<file path="src/rtl/kbd_pkg.sv">
// Shared definitions for the scripted key-injection sequencer: FSM states,
// well-known scancodes and ps2_key field positions.
package kbd_pkg;

    localparam int KEY_CODE_MSB = 7;
    localparam int KEY_EXT      = 8;
    localparam int KEY_PRESSED  = 9;
    localparam int KEY_TOGGLE   = 10;

    localparam logic [7:0] SC_LSHIFT = 8'h12;
    localparam logic [7:0] SC_ESC    = 8'h76;
    localparam logic [7:0] SC_END    = 8'h00;

    typedef enum logic [3:0] {
        ST_IDLE     = 4'd0,
        ST_FETCH    = 4'd1,
        ST_WAIT     = 4'd2,
        ST_SHIFT_DN = 4'd3,
        ST_PRESS    = 4'd4,
        ST_HOLD     = 4'd5,
        ST_RELEASE  = 4'd6,
        ST_SHIFT_UP = 4'd7,
        ST_GAP      = 4'd8,
        ST_FINISH   = 4'd9
    } state_t;

    function automatic logic [9:0] key_evt(input logic pressed, input logic ext,
                                           input logic [7:0] code);
        return {pressed, ext, code};
    endfunction

endpackage

</file>
<file path="src/rtl/kbd_autotype_if.sv">
// Control and script-ROM bus of the auto-typer; master is the sequencer side.
interface kbd_autotype_if #(
    parameter int ADDR_W = 8
);
    logic              start;
    logic              busy;
    logic              done;
    logic [ADDR_W-1:0] rom_addr;
    logic [9:0]        rom_data;

    modport master (input start, input rom_data, output busy, output done, output rom_addr);
    modport slave  (output start, output rom_data, input busy, input done, input rom_addr);
endinterface

</file>
<file path="src/rtl/kbd_autotype_merge.sv">
// Merges injected and live ps2_key events onto one toggle-coded bus;
// injected events win, a colliding live event waits one cycle in a 1-entry slot.
module ps2_evt_merge
    import kbd_pkg::*;
(
    input  logic        clk_sys,
    input  logic        reset,
    input  logic [10:0] ps2_key_in,
    input  logic        inject_valid,
    input  logic [9:0]  inject_data,
    output logic        inject_ready,
    output logic        live_evt,
    output logic [10:0] ps2_key_out
);

    logic       armed;
    logic       live_tog;
    logic       pending;
    logic [9:0] pend_data;

    // armed keeps the first post-reset sample from looking like a key event
    assign live_evt     = armed && (ps2_key_in[KEY_TOGGLE] != live_tog);
    assign inject_ready = !pending;

    always_ff @(posedge clk_sys or posedge reset) begin
        if (reset) begin
            armed       <= 1'b0;
            live_tog    <= 1'b0;
            pending     <= 1'b0;
            pend_data   <= '0;
            ps2_key_out <= '0;
        end else begin
            armed    <= 1'b1;
            live_tog <= ps2_key_in[KEY_TOGGLE];
            if (pending) begin
                ps2_key_out <= {~ps2_key_out[KEY_TOGGLE], pend_data};
                pending     <= live_evt;
                if (live_evt)
                    pend_data <= ps2_key_in[9:0];
            end else if (inject_valid) begin
                ps2_key_out <= {~ps2_key_out[KEY_TOGGLE], inject_data};
                if (live_evt) begin
                    pending   <= 1'b1;
                    pend_data <= ps2_key_in[9:0];
                end
            end else if (live_evt) begin
                ps2_key_out <= {~ps2_key_out[KEY_TOGGLE], ps2_key_in[9:0]};
            end
        end
    end

endmodule

</file>
<file path="src/rtl/kbd_autotype.sv">
// Scripted key injector: walks a ROM key script, emitting timed press/release
// events (with optional left-shift wrap) merged with the live keyboard stream.
module kbd_autotype
    import kbd_pkg::*;
#(
    parameter int ADDR_W      = 8,
    parameter int HOLD_CYCLES = 400000,
    parameter int GAP_CYCLES  = 400000,
    parameter int CNT_W       = 20
) (
    input  logic               clk_sys,
    input  logic               reset,
    input  logic [10:0]        ps2_key_in,
    output logic [10:0]        ps2_key_out,
    kbd_autotype_if.master     bus
);

    state_t            state;
    logic [CNT_W-1:0]  cnt;
    logic [ADDR_W-1:0] rom_addr;
    logic              busy;
    logic              done;
    logic [7:0]        code_q;
    logic              ext_q;
    logic              shift_q;
    logic              abort_q;

    logic              inject_valid;
    logic              inject_ready;
    logic [9:0]        inject_data;
    logic              live_evt;
    logic              fire;
    logic              abort_det;
    logic              abort_now;

    assign bus.rom_addr = rom_addr;
    assign bus.busy     = busy;
    assign bus.done     = done;

    assign fire      = inject_valid && inject_ready;
    assign abort_det = busy && live_evt && ps2_key_in[KEY_PRESSED] &&
                       (ps2_key_in[KEY_CODE_MSB:0] == SC_ESC);
    assign abort_now = abort_det || abort_q;

    always_comb begin
        inject_valid = 1'b0;
        inject_data  = '0;
        case (state)
            ST_SHIFT_DN: begin inject_valid = 1'b1; inject_data = key_evt(1'b1, 1'b0, SC_LSHIFT); end
            ST_PRESS:    begin inject_valid = 1'b1; inject_data = key_evt(1'b1, ext_q, code_q);   end
            ST_RELEASE:  begin inject_valid = 1'b1; inject_data = key_evt(1'b0, ext_q, code_q);   end
            ST_SHIFT_UP: begin inject_valid = 1'b1; inject_data = key_evt(1'b0, 1'b0, SC_LSHIFT); end
            default: ;
        endcase
    end

    // Timers leave on the count of 1 so the press-to-release distance equals
    // HOLD_CYCLES including the cycle spent in RELEASE.
    always_ff @(posedge clk_sys or posedge reset) begin
        if (reset) begin
            state    <= ST_IDLE;
            cnt      <= '0;
            rom_addr <= '0;
            busy     <= 1'b0;
            done     <= 1'b0;
            code_q   <= '0;
            ext_q    <= 1'b0;
            shift_q  <= 1'b0;
            abort_q  <= 1'b0;
        end else begin
            done <= 1'b0;
            if (abort_det)
                abort_q <= 1'b1;
            case (state)
                ST_IDLE: if (bus.start) begin
                    rom_addr <= '0;
                    busy     <= 1'b1;
                    abort_q  <= 1'b0;
                    state    <= ST_FETCH;
                end
                ST_FETCH: state <= abort_now ? ST_FINISH : ST_WAIT;
                ST_WAIT: begin
                    code_q  <= bus.rom_data[7:0];
                    ext_q   <= bus.rom_data[8];
                    shift_q <= bus.rom_data[9];
                    if (abort_now || bus.rom_data[7:0] == SC_END)
                        state <= ST_FINISH;
                    else if (bus.rom_data[9])
                        state <= ST_SHIFT_DN;
                    else
                        state <= ST_PRESS;
                end
                ST_SHIFT_DN: begin
                    if (fire)
                        state <= abort_now ? ST_SHIFT_UP : ST_PRESS;
                    else if (abort_now)
                        state <= ST_FINISH;
                end
                ST_PRESS: begin
                    if (fire) begin
                        if (abort_now) begin
                            state <= ST_RELEASE;
                        end else begin
                            cnt   <= CNT_W'(HOLD_CYCLES - 1);
                            state <= ST_HOLD;
                        end
                    end else if (abort_now) begin
                        state <= shift_q ? ST_SHIFT_UP : ST_FINISH;
                    end
                end
                ST_HOLD: begin
                    if (abort_now || cnt <= CNT_W'(1))
                        state <= ST_RELEASE;
                    else
                        cnt <= cnt - 1'b1;
                end
                ST_RELEASE: if (fire) begin
                    if (shift_q) begin
                        state <= ST_SHIFT_UP;
                    end else if (abort_now) begin
                        state <= ST_FINISH;
                    end else begin
                        cnt   <= CNT_W'(GAP_CYCLES - 1);
                        state <= ST_GAP;
                    end
                end
                ST_SHIFT_UP: if (fire) begin
                    if (abort_now) begin
                        state <= ST_FINISH;
                    end else begin
                        cnt   <= CNT_W'(GAP_CYCLES - 1);
                        state <= ST_GAP;
                    end
                end
                ST_GAP: begin
                    if (abort_now) begin
                        state <= ST_FINISH;
                    end else if (cnt <= CNT_W'(1)) begin
                        rom_addr <= rom_addr + 1'b1;
                        state    <= (rom_addr == '1) ? ST_FINISH : ST_FETCH;
                    end else begin
                        cnt <= cnt - 1'b1;
                    end
                end
                ST_FINISH: begin
                    busy    <= 1'b0;
                    done    <= 1'b1;
                    abort_q <= 1'b0;
                    state   <= ST_IDLE;
                end
                default: state <= ST_IDLE;
            endcase
        end
    end

    ps2_evt_merge u_merge (
        .clk_sys      (clk_sys),
        .reset        (reset),
        .ps2_key_in   (ps2_key_in),
        .inject_valid (inject_valid),
        .inject_data  (inject_data),
        .inject_ready (inject_ready),
        .live_evt     (live_evt),
        .ps2_key_out  (ps2_key_out)
    );

endmodule

</file>
<file path="src/flat_wrapper.sv">
// flat-port wrapper written by rule: the top's interface ports become plain ports
module kbd_autotype_flat import kbd_pkg::*;
#(
    parameter int ADDR_W      = 8,
    parameter int HOLD_CYCLES = 400000,
    parameter int GAP_CYCLES  = 400000,
    parameter int CNT_W       = 20
)
  (clk_sys, reset, ps2_key_in, ps2_key_out, bus_start, bus_rom_data, bus_busy, bus_done, bus_rom_addr);
  kbd_autotype_if #(.ADDR_W(ADDR_W)) bus_i ();
  input  logic clk_sys;
  input  logic reset;
  input  logic [10:0] ps2_key_in;
  output logic [10:0] ps2_key_out;
  input wire logic [$bits(bus_i.start)-1:0] bus_start;
  input wire logic [$bits(bus_i.rom_data)-1:0] bus_rom_data;
  output wire logic [$bits(bus_i.busy)-1:0] bus_busy;
  output wire logic [$bits(bus_i.done)-1:0] bus_done;
  output wire logic [$bits(bus_i.rom_addr)-1:0] bus_rom_addr;
  assign bus_i.start = bus_start;
  assign bus_i.rom_data = bus_rom_data;
  assign bus_busy = bus_i.busy;
  assign bus_done = bus_i.done;
  assign bus_rom_addr = bus_i.rom_addr;
  kbd_autotype #(.ADDR_W(ADDR_W), .HOLD_CYCLES(HOLD_CYCLES), .GAP_CYCLES(GAP_CYCLES), .CNT_W(CNT_W)) u_core (.clk_sys(clk_sys), .reset(reset), .ps2_key_in(ps2_key_in), .ps2_key_out(ps2_key_out), .bus(bus_i));
endmodule
</file>
<file path="config.mk">
export PLATFORM = sky130hd
export DESIGN_NAME = kbd_autotype_flat
export DESIGN_NICKNAME = d
export VERILOG_FILES = /design/src/rtl/kbd_pkg.sv /design/src/rtl/kbd_autotype_if.sv /design/src/rtl/kbd_autotype_merge.sv /design/src/rtl/kbd_autotype.sv /design/src/flat_wrapper.sv
export SDC_FILE = /design/constraint.sdc
export NUM_CORES = 1
export LEC_CHECK = 0
export CORE_AREA = 2 2 94 87
export DETAILED_ROUTE_END_ITERATION = 10
export DIE_AREA = 0 0 96 89
export PLACE_DENSITY = 0.79
export SLEW_MARGIN = 20
export SYNTH_ARGS = -nofsm -noshare
export SYNTH_HDL_FRONTEND = slang
export SYNTH_SLANG_ARGS = --single-unit
</file>
<file path="constraint.sdc">
create_clock -name clk_sys -period 2.6 [get_ports clk_sys]
set_input_delay 0.78 -clock clk_sys [delete_from_list [all_inputs] [get_ports clk_sys]]
set_output_delay 0.78 -clock clk_sys [all_outputs]
set_load 0.01 [all_outputs]
</file>
After elaboration in Yosys (flattened, before gate mapping) --
Index checks and enable logic that the tools add are counted.
Word-level totals: flip-flop bits (word level) 69, input port bits 24
Cells by class: add/sub/neg operators 2, order comparisons 1, eq/ne operators 25, muxes and demuxes 49, bitwise gates (word level) 1, reductions and logical operators 22
Operators by type and width (number):
- $mux W20 | 7
- $pmux W20 S4 | 1
- $mux W4 | 15
- $pmux W10 S4 | 1
- $pmux W4 S9 | 1
- $mux W11 | 3
- $mux W10 | 3
- $mux W8 | 3
- $le A20 B1 Y1 const B | 1
- $sub A20 B1 Y20 const B | 1
- $eq A4 B3 Y1 const B | 4
- $pmux W8 S2 | 1
- $reduce_and A7 Y1 | 2
- $ne A2 B1 Y1 const B | 5
- $ne A2 B2 Y1 const B | 5
- $mux W1 | 9
- $ne A3 B1 Y1 const B | 3
- $add A8 B1 Y8 const B | 1
- $eq A4 B2 Y1 const B | 2
- $eq A4 B4 Y1 const B | 2
- $eq A8 B7 Y1 const B | 1
- $eq A8 B8 Y1 const B | 1
- $logic_not A8 Y1 | 1
- $reduce_bool A2 Y1 | 3
- other kinds (16) | 24

Longest topological paths before layout --
Gate-level depths: netlist (run 1).
depth in word-level cells 10, gate-level depth with buffers 8

Hierarchy --
A second synthesis (run 1) with hierarchy kept.
Unflattened totals: cell total of the unflattened synthesis 391, area total of the unflattened synthesis 3857.4 um^2
Modules (own cells, without submodules):
- kbd_autotype | times used 1, cells each 303, area each 2707.6 um^2
- ps2_evt_merge | times used 1, cells each 88, area each 1149.9 um^2

Worst setup path before layout (run 1) --
Ideal clock, no wire load.
path kind input port to flip-flop, start in ps2_key_in[10], end reg u_core.rom_addr[1] (netlist: u_core.bus.rom_addr[1]), setup time 120 ps, arrival time 2260 ps, required time 2480 ps, path slack 220 ps, stages on the path 6, buffers on the path 1, cell sequence xor2_1 > nor4b_4 > or2_1 > buf_2 > or4_4 > a31o_2
On the way: longest elaborated chain between the ends 8
Ends and longest elaborated chain:
- start: declaration | RTL line flat_wrapper.sv:13 | input logic [10:0] ps2_key_in;
- $ne A1 B1 Y1 | RTL line kbd_autotype_merge.sv:22 | assign live_evt = armed && (ps2_key_in[KEY_TOGGLE] != live_tog);
- $logic_and A1 B1 Y1 | RTL line kbd_autotype_merge.sv:22
- $logic_and A1 B1 Y1 (3 in series) | RTL line kbd_autotype.sv:41 | assign abort_det = busy && live_evt && ps2_key_in[KEY_PRESSED] &&
- $logic_or A1 B1 Y1 | RTL line kbd_autotype.sv:43 | assign abort_now = abort_det || abort_q;
- $ne A2 B2 Y1 (no line)
- $reduce_and A4 Y1 (no line)
- end signal: assignment | RTL line kbd_autotype.sv:139 | rom_addr <= rom_addr + 1'b1;
- end: declaration | RTL line kbd_autotype.sv:20 | logic [ADDR_W-1:0] rom_addr;
Every way passes these cells. A chain may end at the register's enable or synchronous reset.

Worst setup path after layout (run 1) --
Ends and elaborated chain as after synthesis.

==> metrics.cfg, run 1 <==
[routing]
first_pass_iters = 5
vias = 3362
routed_via_density = 5.817
wire_per_inst_um = 16.11
ant_nets = 0
routed_wirelength_um = 9313
drc_errors = 0
drt-initial-drc-count = 264

[cts]
h-tree-depth = 3
root_buffer = clkbuf_8
cts_sinks = 69
cts_max_path_buffers = 2
cts_hold_buf = 0
numCtsBuffers = 9
clkTransAtPathRegs_ns = 0.08
cts_tree = built
worstSkewPairLatency_ns = 0.35

[die]
rows = 30
dieArea_um2 = 8544
pin_count = 45
core_um2 = 7470
initial_core_util = 0.5013
die_w_um = 96
die_h_um = 89

[timing]
slew-limit-headroom = 0.5015
skew_ns = 0.01157
hold_violations = 0
slew_violations = 0
fin_hold_ws_ns = 0.4804
post-route-min-period_ns = 2.549
setup_violations = 0
max_freq_mhz = 392.4
worst_slew_pin_slew_ns = 0.7433
rsz0062_at_grt = false
fin_crit_sh = 0.9802

[worst_setup_path]
startpoint_type = input port
critical_path_class = input port to flip-flop
end_kind = flip-flop
worst_ep_required_time_ns = 2.84
worstPathMaxFanout = 5
cp.arrival_ns = 2.79

[synthesis]
syn-num-nets = 431
synth_top_family_by_area = simple AND/OR/NAND/NOR gates
ys.flop_type = dfrtp_1
synth_compound_area_frac = 0.1791
synthArstFlopShare = 1.000
synth-seq-area-share = 0.4611
avgSynthCellArea_um2 = 9.269
mappedNetlistArea_um2 = 3745
synth_edf_count = 0
yosys.area_share.simple = 0.2345
ys_ff_latch = 69
yosysWarnings = 0
synthMuxAreaShare = 0.06883
yosys.area_share.xor_xnor = 0.01403
synthAdderAreaFrac = 0.01002
syn_inst = 404
synth_cell_types = 62

[cells_and_area]
layout.nets = 504
stdcell_area_um2 = 4762
area_growth_syn_to_layout_pct = 27.16
fillers = 619
drive_above_1_share = 0.1950
n_antenna_cell = 0

[placed_design]
io_buffers = 44
place_area_um2 = 4513
dp_hpwl_um = 6773
place_congestion = 0.9219

[grt]
grt_overflow = 0
grt_antenna_before_repair = 0
track_usage = 0.2322
grt_max_degree = 25
grt_pass1_wl_um = 15260
first_global_vias = 3163

[power]
total_power_w = 0.005110
power_density_nw_per_um2 = 1073
ir_drop_uv = 611.4
p_leak_nw = 1.985

[job]
cap_violations = 0

[hold_path]
hold_path_class = flip-flop to flip-flop

[status]
outcome = finished clean

-- Yosys cell counts (2+ instances only) --
cell	n	area (um2)
dfrtp_1	69	1727
o21ai_0	36	180.2
clkbuf_1	8	30.03
a31oi_1	7	43.79
o31ai_1	5	37.54
nand3_1	15	75.07
nand4b_1	3	26.28
nand2b_1	3	18.77
nor3_1	12	60.06
a31o_2	2	17.52
a21o_1	2	15.01
a21oi_1	40	200.2
nor2_2	2	12.51
o2bb2ai_1	2	17.52
a22o_1	2	17.52
nand2_1	32	120.1
xnor2_1	2	17.52
o21ai_1	3	15.01
or2_1	2	12.51
or4_1	3	22.52
a211oi_1	3	22.52
nand3b_1	4	30.03
nor2b_1	4	25.02
and2_1	2	12.51
or3_1	6	37.54
nor4_1	4	25.02
xor2_1	4	35.03
inv_1	8	30.03
mux2_2	22	247.7
and3_1	9	56.30
buf_2	7	35.03
nor2_1	47	176.4
ha_1	3	37.54
nor3_2	3	30.03
-- sequential cells by signal, summed over array words and instances (netlist names) --
register                    count
u_core.cnt                     20
u_core.u_merge.ps2_key_out     11
u_core.u_merge.pend_data       10
u_core.bus.rom_addr             8
u_core.code_q                   8
u_core.state                    4
u_core.abort_q                  1
u_core.bus.busy                 1
u_core.bus.done                 1
u_core.ext_q                    1
u_core.shift_q                  1
u_core.u_merge.armed            1
u_core.u_merge.live_tog         1
u_core.u_merge.pending          1
-- routing by layer --
| metal | wire, um | vias to the layer above | GRT usage |
|---|---|---|---|
| li1 | - | 1607 | - |
| met1 | 4272 | 1631 | 0.3261 |
| met2 | 4435 | 109 | 0.3624 |
| met3 | 453 | 15 | 0.04553 |
| met4 | 152 | 0 | 0.07922 |
| met5 | 0 | - | 0 |
-- what timing repair did --
| item | CTS | global route |
|---|---|---|
| endpoints found under the setup margin | 0 | 1 |
| buffers inserted | 0 | 0 |
| endpoints found under the hold margin | 0 | 0 |
| gates resized for setup | 0 | 1 |
-- final cells by class --
cell class              instances  area, um2  share of cell area
multi-input cells             309       1903              0.3996
flip-flops and latches         69       1727              0.3626
repair buffers                 80      735.7              0.1545
clock buffers                  10      137.6             0.02890
well taps                      96      120.1             0.02522
clock inverters                 6      108.9             0.02286
inverters                       8      30.03            0.006306
-- final timing paths --
path / start / endpoint / slack, ns / depth (start not counted)
max: ps2_key_in[10] / u_core.bus.rom_addr[1] / 0.05 / 7
min: u_core.u_merge.ps2_key_out[10] / u_core.u_merge.ps2_key_out[10] / 0.48 / 1
max reg2reg: u_core.cnt[8] / u_core.state[3] / 0.27 / 6
min reg2reg: u_core.u_merge.ps2_key_out[10] / u_core.u_merge.ps2_key_out[10] / 0.48 / 1
max in group asynchronous: reset / u_core.cnt[4] / 1.29 / 3
min in group asynchronous: reset / u_core.cnt[13] / 0.79 / 2
-- power by group --
part           total, W  internal [W]  switching, W
clock           0.00109      0.000664      0.000427
sequential      0.00182       0.00148      0.000347
combinational   0.00220       0.00104       0.00116
-- per-stage QoR --
step | utilization | TNS, ns | std cells | worst slack [ns]
floorplan | - | 0 | 404 | 0.08014
global placement | 0.6042 | -3.097 | 562 | -0.2406
detailed placement | 0.6042 | -4.722 | 562 | -0.2965
CTS | 0.6372 | 0 | 578 | 0.06679
global route | 0.6375 | 0 | 578 | 0.01609
finish | 0.6375 | 0 | 578 | 0.05146
-- cell usage in the layout (no fill, tap or decap), types with 9 or more instances in the layout --
cell,instances
dfrtp_1,69
nor2_1,46
clkdlybuf4s50_1,44
a21oi_1,40
o21ai_0,36
buf_4,34
nand2_1,32
mux2_2,22
nand3_1,15
nor3_1,12
clkbuf_8,10
and3_1,9
-- logic make-up after synthesis --
kind of cell               after synthesis
muxes                                   23
DFF                                     69
buffers and inverters                   26
and+or+nand+nor                        163
xor gates and xnor gates                 6
other                                    1
AOI/OAI and AO/OA                      113
adders and majority gates                3
-- worst max-delay path, stage by stage --
cell and delay [ns]:
clkdlybuf4s50_1 0.44, xor2_1 0.17, nor4b_4 0.15, or2_1 0.25, buf_4 0.17, or4_4 0.56, a31o_2 0.26
(Power assumes the default switching activity.)
==> run 2: changes to the inputs <==
--- a/config.mk
+++ b/config.mk
@@ -5,9 +5,12 @@
 export SDC_FILE = /design/constraint.sdc
 export NUM_CORES = 1
 export LEC_CHECK = 0
-export CORE_AREA = 2 2 94 87
+export CELL_PAD_IN_SITES_DETAIL_PLACEMENT = 1
+export CELL_PAD_IN_SITES_GLOBAL_PLACEMENT = 1
+export CORE_AREA = 2 2 107 98
+export CTS_CLUSTER_DIAMETER = 60
 export DETAILED_ROUTE_END_ITERATION = 10
-export DIE_AREA = 0 0 96 89
+export DIE_AREA = 0 0 109 100
 export PLACE_DENSITY = 0.79
 export SLEW_MARGIN = 20
 export SYNTH_ARGS = -nofsm -noshare
==> run 2 against run 1 <==
Compared with the run above: non-clock buffer count is the same; via count grew 1.6%; final area increased by 0.18%; critical endpoint is now u_core.state[2]; critical path depth increased by 1; wire length rose by 16%; first-iteration DRC count shrank 32%; clock skew about the same.
==> metrics.cfg, run 2 (synthesized netlist as in run 1, its figures left out) <==
[worst_setup_path]
critical_path_class = input port to flip-flop  ; unchanged
crit_path_top_delay_cell = clkdlybuf4s50_1  ; was or4_4
worstPathCellList = clkdlybuf4s50_1 -> nand4b_1 -> nor4b_4 -> or2_1 -> buf_4 -> nor4b_1 -> or3_1 -> o2bb2ai_1  ; was clkdlybuf4s50_1 -> xor2_1 -> nor4b_4 -> or2_1 -> buf_4 -> or4_4 -> a31o_2
cp_slowest_stage_delay_ns = 0.51  ; was 0.56 ns
timing.rr.end = u_core.cnt[8]  ; was u_core.state[3]
rr_startpoint = u_core.cnt[4]  ; was u_core.cnt[8]
cp.arrival_ns = 2.75  ; was 2.79 ns
worst_ep_required_time_ns = 2.83  ; was 2.84 ns
worstPathMaxFanout = 5  ; unchanged
rr_worst_depth = 6  ; unchanged
regToRegSetupSlack_ns = 0.23  ; was 0.27 ns
end_kind = flip-flop  ; unchanged
startpoint_type = input port  ; unchanged

[placed_design]
io_buffers = 44  ; unchanged
place_area_um2 = 4542  ; was 4513 um2
place_congestion = 0.8396  ; was 0.9219
dp_hpwl_um = 7797  ; was 6773 um

[grt]
grt_overflow = 0  ; unchanged
grt_antenna_before_repair = 0  ; unchanged
grt_pass1_wl_um = 17790  ; was 15260 um
track_usage = 0.2087  ; was 0.2322
grt_max_degree = 70  ; was 25
first_global_vias = 3402  ; was 3163

[timing]
post-route-min-period_ns = 2.518  ; was 2.549 ns
setup_violations = 0  ; unchanged
slew-limit-headroom = 0.4619  ; was 0.5015
hold_violations = 0  ; unchanged
max_freq_mhz = 397.2  ; was 392.4 MHz
skew_ns = 0.01143  ; was 0.01157 ns
slew_violations = 0  ; unchanged
fin_crit_sh = 0.9684  ; was 0.9802
worst_slew_pin_slew_ns = 0.8024  ; was 0.7433 ns

[cts]
cts.repair.resized = 0  ; unchanged
root_buffer = clkbuf_8  ; unchanged
worstSkewPairLatency_ns = 0.36  ; was 0.35 ns
h-tree-depth = 3  ; unchanged
clkTransAtPathRegs_ns = 0.08  ; about the same
post_cts.repair.setup_buffers = 0  ; unchanged
cts_sinks = 69  ; unchanged
cts_max_path_buffers = 2  ; unchanged
cts_hold_buf = 0  ; unchanged
cts_tree = built  ; unchanged
numCtsBuffers = 9  ; unchanged

[die]
dieArea_um2 = 10900  ; was 8544 um2
rows = 35  ; was 30
core_um2 = 9941  ; was 7470 um2
initial_core_util = 0.3767  ; was 0.5013
pin_count = 45  ; unchanged
die_w_um = 109  ; was 96 um
die_h_um = 100  ; was 89 um

[hold_path]
holdPathEnd = u_core.cnt[15]  ; was u_core.u_merge.ps2_key_out[10]
hold_path_class = flip-flop to flip-flop  ; unchanged
hp-start = u_core.cnt[15]  ; was u_core.u_merge.ps2_key_out[10]
worstHoldPathCells = 1  ; unchanged

[power]
swShare = 0.3951  ; was 0.3780
p_leak_nw = 1.967  ; was 1.985 nW
switching_power_w = 0.002024  ; was 0.001931 W
power_frac_seq = 0.366  ; was 0.357
pwr-share-clk = 0.195  ; was 0.213
internal_power_w = 0.003098  ; was 0.003179 W
power_density_nw_per_um2 = 1074  ; was 1073 nW/um2
ir_drop_uv = 369.3  ; was 611.4 uV
total_power_w = 0.005121  ; was 0.005110 W
p_comb_frac = 0.439  ; was 0.430

[status]
outcome = finished clean  ; unchanged

[routing]
dr_wl_met2_um = 5239  ; was 4435 um
wire_per_inst_um = 17.65  ; was 16.11 um
routed_wirelength_um = 10790  ; was 9313 um
top_layer_used = met4  ; unchanged
vias = 3417  ; was 3362
wl_met3_um = 370  ; was 453 um
routed_via_density = 5.592  ; was 5.817
first_pass_iters = 4  ; was 5
drt-initial-drc-count = 180  ; was 264
drc_errors = 0  ; unchanged
route.layer.met1.wl_um = 5022  ; was 4272 um
ant_nets = 0  ; unchanged

[job]
cap_violations = 0  ; unchanged

[cells_and_area]
layout_common_cells = dfrtp_1, nor2_1, clkdlybuf4s50_1  ; unchanged
drive_above_1_share = 0.1950  ; unchanged
largest-register = u_core.cnt  ; unchanged
largestRegisters = u_core.cnt: 20 flops, u_core.u_merge.ps2_key_out: 11 flops, u_core.u_merge.pend_data: 10 flops  ; unchanged
final_common_cell = dfrtp_1  ; unchanged
largest_reg_flops = 20  ; unchanged
area_growth_syn_to_layout_pct = 27.40  ; was 27.16%
stdcell_area_um2 = 4771  ; was 4762 um2
layout.nets = 504  ; unchanged
n_antenna_cell = 0  ; unchanged
utilization = 0.4799  ; was 0.6375

## run 2: cell count changes in the layout (fill, tap and decap cells not counted), sizes merged
cell,previous run,this run
bufinv,3,2
clkinv,2,3
clkinvlp,0,1
inv,9,8
## run 2: layout make-up
type                    count  area (um2)
clock buffers              10       137.6
clock inverters             6       86.33
fillers                  1156        5170
inverters                   8       30.03
multi-input cells         309        1906
flip-flops and latches     69        1727
well taps                 129       161.4
repair buffers             80       723.2
## run 2: worst max path at each step
stage	cells after the start	start	end
4_1_cts	8	ps2_key_in[5]	u_core.state[2]
5_1_grt	6	u_core.state[0]	u_core.cnt[13]
3_3_place_gp	7	ps2_key_in[10]	u_core.cnt[5]
2_1_floorplan	1	reset	u_core.abort_q
3_5_place_dp	7	ps2_key_in[10]	u_core.cnt[5]
6_report	8	ps2_key_in[5]	u_core.state[2]
## run 2: critical path, delay by kind of cell
| family | cells | cell delay [ns] |
|---|---|---|
| buf+inv | 2 | 0.68 |
| compound gates | 1 | 0.14 |
| simple gates | 5 | 1.14 |
## run 2: power by group through the flow
stage / Combinational, W / Clock (W) / Sequential, W
after detailed placement: 0.00222 / 0 / 0.00188
after floorplan: 0.00143 / 0 / 0.00178
after CTS: 0.00225 / 0.00102 / 0.00187
final: 0.00225 / 0.00100 / 0.00187
after global placement: 0.00213 / 0 / 0.00184
after global routing: 0.00247 / 0.00106 / 0.00193
## run 2: metrics by stage
stage	setup slack, ns	TNS [ns]	instances	hold slack, ns
floorplan	0.08014	0	404	0.4389
global placement	-0.2459	-3.875	595	0.4545
detailed placement	-0.2947	-5.100	595	0.4609
CTS	0.08012	0	611	0.4743
global route	-0.002809	-0.002809	611	0.4939
finish	0.08225	0	611	0.4714
## run 2: routing by layer
| layer | GRT usage | vias up |
|---|---|---|
| li1 | - | 1607 |
| met4 | 0.06607 | 0 |
| met2 | 0.3268 | 63 |
| met1 | 0.2965 | 1734 |
| met3 | 0.03247 | 13 |
| met5 | 0 | - |
